**src/rtl/dram_timing_gen_pkg.sv**
```systemverilog
// Shared types and constants for the DRAM strobe sequencer.
// State encoding, strobe levels and the counter load helper.
package dram_timing_gen_pkg;

    typedef enum logic [2:0] {
        ST_IDLE = 3'd0,
        ST_ROW  = 3'd1,
        ST_COLW = 3'd2,
        ST_CAS  = 3'd3,
        ST_PRE  = 3'd4,
        ST_REF  = 3'd5
    } state_e;

    localparam logic STROBE_ON  = 1'b0;
    localparam logic STROBE_OFF = 1'b1;

    localparam int CNT_W = 4;

    // Counter holds (cycles-1) on entry and counts down to zero.
    function automatic logic [CNT_W-1:0] cnt_load(input int unsigned cycles);
        return CNT_W'(cycles - 1);
    endfunction

endpackage

```
**src/rtl/dram_timing_gen_sync2.sv**
```systemverilog
// Two-flop synchronizer for the asynchronous Z80 strobes.
// Reset value is a parameter so inactive-high strobes reset high.
module dram_timing_gen_sync2 #(
    parameter logic RST_VAL = 1'b1
) (
    input  logic clk,
    input  logic rst,
    input  logic d,
    output logic q
);

    logic meta_q, meta_d;
    logic sync_q, sync_d;

    // Shift the raw input through two stages.
    always_comb begin
        meta_d = d;
        sync_d = meta_q;
    end

    // Synchronizer flops, forced to the idle level on reset.
    always_ff @(posedge clk) begin
        if (rst) begin
            meta_q <= RST_VAL;
            sync_q <= RST_VAL;
        end else begin
            meta_q <= meta_d;
            sync_q <= sync_d;
        end
    end

    assign q = sync_q;

endmodule

```
**src/rtl/dram_timing_gen.sv**
```systemverilog
// Clocked RAS/MUX/CAS sequencer for two Z80 DRAM banks.
// Spaces row/column strobes and performs RAS-only refresh.
module dram_timing_gen
    import dram_timing_gen_pkg::*;
#(
    parameter int unsigned T_RAS_MUX = 1,
    parameter int unsigned T_MUX_CAS = 1,
    parameter int unsigned T_PRE     = 2,
    parameter int unsigned T_RFSH    = 3
) (
    input  logic CLK,
    input  logic RST,
    input  logic MREQ,
    input  logic RFSH,
    input  logic RD,
    input  logic WR,
    input  logic DSEL,
    input  logic BANK,
    output logic RAS1,
    output logic RAS2,
    output logic CAS1,
    output logic CAS2,
    output logic MUX,
    output logic BUSY
);

    logic mreq_s;
    logic rfsh_s;
    logic rd_s;
    logic wr_s;

    dram_timing_gen_sync2 #(.RST_VAL(1'b1)) u_sync_mreq (
        .clk (CLK),
        .rst (RST),
        .d   (MREQ),
        .q   (mreq_s)
    );

    dram_timing_gen_sync2 #(.RST_VAL(1'b1)) u_sync_rfsh (
        .clk (CLK),
        .rst (RST),
        .d   (RFSH),
        .q   (rfsh_s)
    );

    dram_timing_gen_sync2 #(.RST_VAL(1'b1)) u_sync_rd (
        .clk (CLK),
        .rst (RST),
        .d   (RD),
        .q   (rd_s)
    );

    dram_timing_gen_sync2 #(.RST_VAL(1'b1)) u_sync_wr (
        .clk (CLK),
        .rst (RST),
        .d   (WR),
        .q   (wr_s)
    );

    state_e           state_q, state_d;
    logic [CNT_W-1:0] cnt_q, cnt_d;
    logic             bank_q, bank_d;
    logic             ras1_q, ras1_d;
    logic             ras2_q, ras2_d;
    logic             cas1_q, cas1_d;
    logic             cas2_q, cas2_d;
    logic             mux_q, mux_d;
    logic             busy_q, busy_d;
    logic             row_act;

    // Next state, counter and latched bank selection.
    always_comb begin
        state_d = state_q;
        bank_d  = bank_q;
        cnt_d   = (cnt_q != '0) ? cnt_q - 1'b1 : cnt_q;
        unique case (state_q)
            ST_IDLE: begin
                if (!mreq_s && !rfsh_s) begin
                    state_d = ST_REF;
                    cnt_d   = cnt_load(T_RFSH);
                end else if (!mreq_s && DSEL) begin
                    state_d = ST_ROW;
                    cnt_d   = cnt_load(T_RAS_MUX);
                    bank_d  = BANK;
                end
            end
            ST_ROW: begin
                if (mreq_s) begin
                    state_d = ST_PRE;
                    cnt_d   = cnt_load(T_PRE);
                end else if (cnt_q == '0) begin
                    state_d = ST_COLW;
                    cnt_d   = cnt_load(T_MUX_CAS);
                end
            end
            ST_COLW: begin
                if (mreq_s) begin
                    state_d = ST_PRE;
                    cnt_d   = cnt_load(T_PRE);
                end else if (cnt_q == '0 && (!rd_s || !wr_s)) begin
                    state_d = ST_CAS;
                    cnt_d   = '0;
                end
            end
            ST_CAS: begin
                if (mreq_s) begin
                    state_d = ST_PRE;
                    cnt_d   = cnt_load(T_PRE);
                end
            end
            ST_PRE: begin
                if (cnt_q == '0) begin
                    state_d = ST_IDLE;
                    cnt_d   = '0;
                end
            end
            ST_REF: begin
                if (cnt_q == '0) begin
                    state_d = ST_PRE;
                    cnt_d   = cnt_load(T_PRE);
                end
            end
            default: begin
                state_d = ST_IDLE;
                cnt_d   = '0;
            end
        endcase
    end

    // Strobe levels decoded from the state being entered, so they register with it.
    always_comb begin
        row_act = (state_d == ST_ROW) ||
                  (state_d == ST_COLW) ||
                  (state_d == ST_CAS);
        ras1_d  = STROBE_OFF;
        ras2_d  = STROBE_OFF;
        cas1_d  = STROBE_OFF;
        cas2_d  = STROBE_OFF;
        mux_d   = (state_d == ST_COLW) || (state_d == ST_CAS);
        busy_d  = (state_d != ST_IDLE);
        if (state_d == ST_REF) begin
            ras1_d = STROBE_ON;
            ras2_d = STROBE_ON;
        end else if (row_act) begin
            ras1_d = bank_d ? STROBE_OFF : STROBE_ON;
            ras2_d = bank_d ? STROBE_ON : STROBE_OFF;
        end
        if (state_d == ST_CAS) begin
            cas1_d = bank_d ? STROBE_OFF : STROBE_ON;
            cas2_d = bank_d ? STROBE_ON : STROBE_OFF;
        end
    end

    // State, counter and registered strobe outputs.
    always_ff @(posedge CLK) begin
        if (RST) begin
            state_q <= ST_IDLE;
            cnt_q   <= '0;
            bank_q  <= 1'b0;
            ras1_q  <= STROBE_OFF;
            ras2_q  <= STROBE_OFF;
            cas1_q  <= STROBE_OFF;
            cas2_q  <= STROBE_OFF;
            mux_q   <= 1'b0;
            busy_q  <= 1'b0;
        end else begin
            state_q <= state_d;
            cnt_q   <= cnt_d;
            bank_q  <= bank_d;
            ras1_q  <= ras1_d;
            ras2_q  <= ras2_d;
            cas1_q  <= cas1_d;
            cas2_q  <= cas2_d;
            mux_q   <= mux_d;
            busy_q  <= busy_d;
        end
    end

    assign RAS1 = ras1_q;
    assign RAS2 = ras2_q;
    assign CAS1 = cas1_q;
    assign CAS2 = cas2_q;
    assign MUX  = mux_q;
    assign BUSY = busy_q;

endmodule

```
**config.mk**
```make
export PLATFORM = sky130hd
export DESIGN_NAME = dram_timing_gen
export DESIGN_NICKNAME = d
export VERILOG_FILES = /design/src/rtl/dram_timing_gen_pkg.sv /design/src/rtl/dram_timing_gen_sync2.sv /design/src/rtl/dram_timing_gen.sv
export SDC_FILE = /design/constraint.sdc
export NUM_CORES = 1
export LEC_CHECK = 0
export ABC_AREA = 1
export CAP_MARGIN = 40
export CELL_PAD_IN_SITES_DETAIL_PLACEMENT = 1
export CELL_PAD_IN_SITES_GLOBAL_PLACEMENT = 1
export CORE_UTILIZATION = 41
export DETAILED_ROUTE_END_ITERATION = 12
export PLACE_DENSITY_LB_ADDON = 0.15
export SYNTH_ARGS = -nofsm -noshare
export SYNTH_HDL_FRONTEND = slang
export SYNTH_HIERARCHICAL = 1
export SYNTH_SLANG_ARGS = --single-unit
```
**constraint.sdc**
```tcl
create_clock -name CLK -period 2.1 [get_ports CLK]
set_input_delay 0.42 -clock CLK [delete_from_list [all_inputs] [get_ports CLK]]
set_output_delay 0.42 -clock CLK [all_outputs]
set_load 0.1 [all_outputs]
```
# After elaboration in Yosys (flattened, before gate mapping)
# Index checks and enable logic that the tools add are counted.
[word_totals]
inputBits = 8
elab_cells = 73
latchBits = 0
ramBits = 0
output_inout_bits = 6
mem_count = 0
regBits = 22
rom_bits = 0
[classes]
shifts = 0
n_div = 0
mul = 0
reduce_logical = 16
bitwise_logic = 1
eq_ne = 9
order_cmp = 0
addsub = 1
n_mux = 29
[op_table]
columns = ["operator", "count"]
rows = [
  ["4-bit 2-to-1 mux", 9],
  ["3-bit 2-to-1 mux", 9],
  ["4-bit one-hot mux with 6 select lines", 1],
  ["3-bit one-hot mux with 6 select lines", 1],
  ["3-bit by 2-bit == test with 1-bit output, second input constant", 4],
  ["3-bit == test, second input constant", 3],
  ["1-bit 2-to-1 mux", 9],
  ["3-bit by 1-bit == test with 1-bit output, second input constant", 2],
  ["1-bit logical NOT", 4],
  ["4-bit logical NOT", 1],
  ["1-bit logical OR", 4],
  ["4-bit nonzero test", 1],
  ["4-bit by 1-bit subtractor with 4-bit output, second input constant", 1],
  ["1-bit logical AND", 3],
  ["3-bit logical NOT", 1],
  ["3-bit nonzero test", 1],
  ["2-bit OR reduction", 1],
  ["1-bit inverter", 1],
]

# Depth between registers and ports, before layout
# Gate-level depths: netlist of the first run.
[logic_depth]
depth_word = 11
depth_mapped = 11
mapped_depth_nobuf = 10

# Hierarchy
# Netlist of the first run, hierarchy kept.
[modules_own_cells]
columns = ["mod", "instances", "area_each_um2", "cells_each"]
rows = [
  ["dram_timing_gen", 1, 855.8, 124],
  ["dram_timing_gen_sync2", 4, 58.8, 7],
]

# Worst setup path before layout of the first run
# No wires, ideal clock.
[synth_timing]
path_kind = "register to output"
start = "register busy_q (netlist: BUSY)"
end = "output BUSY"
path_stages_with_launch = 1
setup_slack_ns = 0.771
arrival_ns = 0.909
path_buffers = 0
cell_sequence = "dfxtp_1"
[synth_rtl]
columns = ["item", "line", "text"]
rows = [
  ["from (decl)", "dram_timing_gen.sv:68", "logic busy_q, busy_d;"],
  ["from (signal assigned)", "dram_timing_gen.sv:175", "busy_q <= busy_d;"],
  ["to (decl)", "dram_timing_gen.sv:24", "output logic BUSY"],
]
# No word-level cell between the ends.

# Worst setup path after layout of the first run
[layout_timing]
start = "register cnt_q[0]"
end = "register ras2_q (netlist: RAS2)"
[layout_via]
elab_chain_len = 10
elab_cells_between_ends = 17
[layout_rtl]
columns = ["item", "line", "text"]
rows = [
  ["from (decl)", "dram_timing_gen.sv:61", "logic [CNT_W-1:0] cnt_q, cnt_d;"],
  ["from (signal assigned)", "dram_timing_gen.sv:168", "cnt_q <= cnt_d;"],
  ["4-bit logical NOT *", "-", ""],
  ["1-bit logical AND", "dram_timing_gen.sv:100", "end else if (cnt_q == '0 && (!rd_s || !wr_s)) begin"],
  ["3-bit 2-to-1 mux", "dram_timing_gen.sv:100", ""],
  ["3-bit 2-to-1 mux", "dram_timing_gen.sv:97", "if (mreq_s) begin"],
  ["3-bit one-hot mux with 6 select lines *", "dram_timing_gen.sv:76", "unique case (state_q)"],
  ["3-bit by 1-bit == test with 1-bit output or 3-bit by 2-bit == test with 1-bit output (tied branches)", "dram_timing_gen.sv:132, dram_timing_gen.sv:133", ""],
  ["1-bit logical OR", "dram_timing_gen.sv:132", "row_act = (state_d == ST_ROW) ||"],
  ["1-bit logical OR", "dram_timing_gen.sv:133", "(state_d == ST_COLW) ||"],
  ["1-bit 2-to-1 mux", "dram_timing_gen.sv:144", "end else if (row_act) begin"],
  ["1-bit 2-to-1 mux *", "dram_timing_gen.sv:141", "if (state_d == ST_REF) begin"],
  ["to (signal assigned)", "dram_timing_gen.sv:171", "ras2_q <= ras2_d;"],
  ["to (decl)", "dram_timing_gen.sv:64", "logic ras2_q, ras2_d;"],
]
# Every way passes the cells marked *; elsewhere a longest branch is shown, timed or not.
# A chain may end at the register's enable or synchronous reset.

==> reports/metrics.yaml, run 1 <==
logic_synthesis:
  ys_seq_elements: 22
  synth_top_flop_cell: "dfxtp_1"
  syn_avg_cell_area_um2: 7.18
  synth-edff-count: 0
  yosysMostFrequentCell: "nand2_1"
  synth_top_cell_by_area: "dfxtp_1"
  ys_warn_count: 6
  synth_cell_type_count: 21
  synth_common_cells: "nand2_1, inv_1, dfxtp_1"
  ys_seq_area_frac: 0.404
  synth_area_leaders: "dfxtp_1, nand2_1, inv_1"
  synthArstFlopShare: 0
  synth_area_mm2: 0.00109
  synth_nets: 163
  yosys.area.top_type_share: 0.404
  netlist_instances: 152
critical_path:
  crit_required_ps: 2310
  rr_worst_depth: 9
  r2r_slack_ps: 580
  arrival_ps: 1730
  crit_fanout: 9
  endpoint_kind: "register"
  worstReg2RegEnd: "RAS2"
  start_kind: "register"
  worst-setup-path-type: "reg2reg"
  r2r-start: "cnt_q[0]"
cells_and_area:
  largest_register_ffs: 4
  reg_top3: "cnt_q: 4 flops, state_q: 3 flops"
  n_fill_cell: 350
  area_delta_synth_final_pct: 13.4
  top_register: "cnt_q"
  nets: 179
  drive_above_1_share: 0.169
  antenna_cells: 0
timing:
  finalHoldViolations: 0
  worstMarginPinSlew_ps: 384
  finalCriticalPeriod_ps: 1520
  rsz0062_at_grt: "no"
  max_clock_freq_ghz: 0.657
  slew_headroom: 0.744
  slew_violations: 0
  skew_ps: 7.45
  post-route-period-util: 0.725
  fin_setup_tns_ps: 0
  setup_ws_ps: 578
  setup_viol: 0
clocking:
  clockRootBuffer: "clkbuf_4"
  cts_tree: "built"
  clk_transition_reported_paths_ps: 120
  ctsHoldBuffers: 0
  post_cts_resized: 0
  cts.path.max_buffers: 2
  post_cts_buffers: 0
  cts.sinks: 22
  h-tree-depth: 1
  cts_buffers: 3
  clk_latency_ps: 310
global_routing:
  grt-ovfl-total: 0
  grt_pass1_wl_um: 4230
  grt_use_total: 0.208
  antenna_found_initial: 0
  grt_pass1_vias: 985
  grt_max_degree: 12
pwr:
  vdd_ir_drop_max_v: 0.000463
  cellPowerDensity_mw_per_mm2: 866
  power_leakage_nw: 0.631
floorplanning:
  initial_core_util: 0.436
  die_h_um: 53.6
  io_pins: 14
  core_mm2: 0.00250
  die_w_um: 53.6
  rows: 18
  dieArea_mm2: 0.00287
min_path:
  hold_class: "reg2reg"
  min_to: "u_sync_mreq/q"
  hold_start: "u_sync_mreq/meta_q"
  hold_depth: 2
route:
  drc: 0
  m1WireLength_um: 1220
  dr_wl_met2_um: 1110
  routed.top_layer: "met4"
  avgRoutedWirePerCell_um: 12.4
  drt_pass1_iterations: 4
  drt_wl_total_um: 2440
  first_iter_violations: 10
  num_vias: 971
  via_per_inst: 4.95
  antenna_left: 0
  wl_met3_um: 60
placement:
  numPortBuffers: 13
  dpl.hpwl_um: 1960
  gp_congestion: 0.823
  pre_cts_ws_ps: 317
status:
  outcome: "finished, final reports clean"
flow_run:
  drv_cap: 0
-- critical path, stage by stage (launching register included) --
cell and delay [ps]:
dfxtp_1 340, inv_1 80, ha_1 240, nand2_2 160, nand3_1 100, nand2_1 70, nor2_2 160, inv_2 70
nor2_1 120, a21oi_1 80
-- layer usage --
metal,track usage,vias to the layer above
li1,-,499
met1,0.271,450
met2,0.335,15
met3,0.0367,7
met4,0.0921,0
met5,0,-
-- cell usage in the layout, fill, tap and decap left out, types with 3 or more instances in the layout --
cell,instances
nand2_1,27
inv_1,25
dfxtp_1,22
nor2_1,19
nand3_1,11
nor2_2,7
clkdlybuf4s50_1,7
buf_4,7
a21oi_1,6
o21ai_0,6
nand2_2,4
inv_2,4
o21ai_1,3
nand3_2,3
ha_1,3
clkbuf_4,3
-- stage by stage --
step | instances | util | power (mW) | cell area (um2) | hold WS (ps)
after global routing | 196 | 0.495 | 1.16 | 1240 | 454
after CTS | 196 | 0.495 | 1.09 | 1240 | 430
after floorplan | 152 | - | 0.804 | 1090 | 387
after global placement | 193 | 0.486 | 0.877 | 1210 | 392
after detailed placement | 193 | 0.486 | 0.887 | 1210 | 401
final | 196 | 0.495 | 1.07 | 1240 | 426
-- how the worst max path moves through the flow --
stage,slack (ps),from,cells after the start,to
2_1_floorplan,770,BUSY,0,BUSY
3_3_place_gp,370,DSEL,8,RAS1
3_5_place_dp,320,DSEL,8,RAS2
4_1_cts,550,cnt_q[0],9,RAS2
5_1_grt,420,cnt_q[0],9,RAS2
6_report,580,cnt_q[0],9,RAS2
-- report_power, final --
part           internal [mW]  switching [mW]
combinational          0.150           0.235
sequential             0.464          0.0330
clock                 0.0670           0.123
total                  0.681           0.391
-- cells by family after synthesis --
| logic type | Yosys count | synth area share |
|---|---|---|
| compound gates | 21 | 0.110 |
| flops | 22 | 0.404 |
| simple gates | 73 | 0.311 |
| buf+inv | 32 | 0.133 |
| xor+xnor | 1 | 0.00803 |
| fa+ha+maj | 3 | 0.0344 |
-- area by class of cell --
cell class | instances | area (um2) | share of cell area
timing repair buffer | 14 | 123 | 0.0991
clock buffer | 3 | 22.5 | 0.0182
multi-input combinational | 98 | 505 | 0.408
inverter | 29 | 109 | 0.0880
tap | 30 | 37.5 | 0.0303
sequential | 22 | 440 | 0.356
No activity file was read; power rests on OpenSTA's default activity.
==> run 2: changes to the inputs <==
- CORE_UTILIZATION: 41 -> 38
- clock period: 2.1 -> 1.6 ns (I/O delays scaled with it)
==> run 2 against run 1 <==
- cell count rose by 2.6%
- non-clock buffer count up 3
- via count grew 2.2%
- clock-buffer cell count unchanged
- critical path type unchanged
- largest power group unchanged
==> reports/metrics.yaml, run 2 (synthesis results as in run 1) <==
global_routing:
  grt_use_met2: 0.325  # -0.0101
  grt-ovfl-total: 0  # unchanged
  met1_usage: 0.253  # -0.0179
  antenna_found_initial: 0  # unchanged
  met3_usage: 0.0279  # -0.00882
  grt_pass1_wl_um: 4640  # +9.6%
  globalRoute.busiestLayer: "met2"
  grt_pass1_vias: 1004  # +1.9%
  grt_max_degree: 14  # +2
  grt_use_total: 0.193  # -0.0152
cells_and_area:
  reg_top3: "cnt_q: 4 flops, state_q: 3 flops"
  antenna_cells: 0  # unchanged
  nets: 182  # +1.7%
  final_util: 0.510  # +0.0148
  area_delta_synth_final_pct: 27.8
  final_common_cell: "nand2_1"
  n_fill_cell: 341  # -2.6%
  drive_above_1_share: 0.212  # +0.0431
  layout_common_cells: "nand2_1, inv_1, dfxtp_1, nor2_1, nand3_1"
  top_register: "cnt_q"
  largest_register_ffs: 4  # unchanged
pwr:
  vdd_ir_drop_max_v: 0.000846  # +83%
  clkPwrFrac: 0.259  # +0.082
  p_int_mw: 1.10  # +62%
  switching_share: 0.342  # -0.0224
  pwr-share-comb: 0.347  # -0.012
  cellPowerDensity_mw_per_mm2: 1200  # +39%
  p_seq_frac: 0.394  # -0.070
  power_switching_uw: 572  # +46%
  power_leakage_nw: 0.697  # +10%
route:
  drc: 0  # unchanged
  avgRoutedWirePerCell_um: 13.2  # +5.9%
  via_per_inst: 4.94  # -0.38%
  antenna_left: 0  # unchanged
  num_vias: 992  # +2.2%
  drt_wl_total_um: 2650  # +8.6%
  first_iter_violations: 27  # +17
  drt_pass1_iterations: 4  # unchanged
timing:
  slew_violations: 0  # unchanged
  slew_headroom: 0.781  # +0.0378
  worstMarginPinSlew_ps: 327  # -56.6 ps
  rsz0062_at_grt: "no"
  setup_viol: 0  # unchanged
  setup_ws_ps: 154  # -423 ps
  max_clock_freq_ghz: 0.692  # +5.3%
  skew_ps: 9.61  # +2.16 ps
  finalHoldViolations: 0  # unchanged
  finalCriticalPeriod_ps: 1450  # -76.5 ps
  post-route-period-util: 0.904  # +0.179
floorplanning:
  dieArea_mm2: 0.00309  # +7.6%
  core_mm2: 0.00273  # +9.4%
  initial_core_util: 0.399  # -0.0374
  rows: 19  # +1
  die_h_um: 55.6  # +3.7%
  io_pins: 14  # unchanged
  die_w_um: 55.6  # +3.7%
critical_path:
  crit_required_ps: 1860  # -450 ps
  rr_worst_depth: 7  # -2
  arrival_ps: 1700  # -30 ps
  r2r-start: "state_q[1]"
  start_kind: "register"
  r2r_slack_ps: 150  # -420 ps
  crit_fanout: 5  # -4
  worstReg2RegEnd: "cnt_q[2]"
  endpoint_kind: "register"
  worst-setup-path-type: "reg2reg"
clocking:
  cts_buffers: 3  # unchanged
  clk_transition_reported_paths_ps: 120  # about the same
  cts_tree: "built"
  h-tree-depth: 1  # unchanged
  clk_latency_ps: 320  # about the same
  cts.sinks: 22  # unchanged
  clockRootBuffer: "clkbuf_4"
  cts.path.max_buffers: 2  # unchanged
min_path:
  min_to: "u_sync_mreq/q"
  hold_depth: 2  # unchanged
  hold_class: "reg2reg"
  hold_start: "u_sync_mreq/meta_q"
flow_run:
  drv_cap: 0  # unchanged
placement:
  pre_cts_ws_ps: -43.0  # -360 ps
  numPortBuffers: 13  # unchanged
  gp_congestion: 0.849  # +3.2%
  dpl.hpwl_um: 2060  # +5.6%
status:
  outcome: "finished, final reports clean"
[run 2: cell types whose count changed in the layout (fill, tap and decap cells not counted), moves of 2 or more]
cell / before / now
buf_12: 0 / 6
buf_4: 7 / 4
dfxtp_1: 22 / 20
dfxtp_2: 0 / 2
[run 2: cell type report]
cell class / count / area, um2 / area share
Timing Repair Buffer: 17 / 220 / 0.158
Multi-Input combinational cell: 98 / 531 / 0.381
Sequential cell: 22 / 443 / 0.318
Inverter: 29 / 109 / 0.0781
Clock buffer: 3 / 22.5 / 0.0162
Clock inverter: 1 / 30.0 / 0.0215
Tap cell: 31 / 38.8 / 0.0278
[run 2: worst max-delay path by stage]
stage | slack, ps | to | startpoint
after CTS | 50 | RAS2 | cnt_q[0]
after global placement | -20 | RAS1 | DSEL
after global routing | 3 | RAS2 | state_q[2]
after floorplan | 290 | cnt_q[0] | cnt_q[0]
final | 150 | cnt_q[2] | state_q[1]
after detailed placement | -40 | RAS1 | DSEL
[run 2: power groups by stage]
stage	Combinational (mW)	Clock, mW	Sequential, mW
floorplan	0.380	0	0.675
global placement	0.500	0	0.664
detailed placement	0.525	0	0.670
CTS	0.529	0.446	0.657
global route	0.654	0.472	0.668
finish	0.581	0.432	0.659
[run 2: worst max-delay path, stage by stage (launching register included)]
cell	delay, ps
dfxtp_1	360
inv_2	120
nand2_2	90
nor2_2	160
o21ai_1	160
o211ai_1	230
nand3_1	160
nor2_1	120
[run 2: per-stage QoR]
step	hold slack, ps	instance area, um2	TNS (ps)	total power [mW]	cells
global placement	394	1310	-31.2	1.16	197
floorplan	387	1090	0	1.06	152
detailed placement	401	1310	-69.1	1.19	197
CTS	432	1370	0	1.63	201
finish	428	1390	0	1.67	201
global route	453	1390	0	1.79	201
[run 2: layer usage]
layer  vias up  routed length (um)
li1        507                   -
met5         -                   0
met1       468                1300
met4         0                  36
met2        12                1250
met3         5                  61
[run 2: timing repair]
item,CTS,global route
hold buffers,0,0
gates resized for setup,0,8
setup endpoints to repair,0,6
endpoints found under the hold margin,0,0
setup buffers,0,0
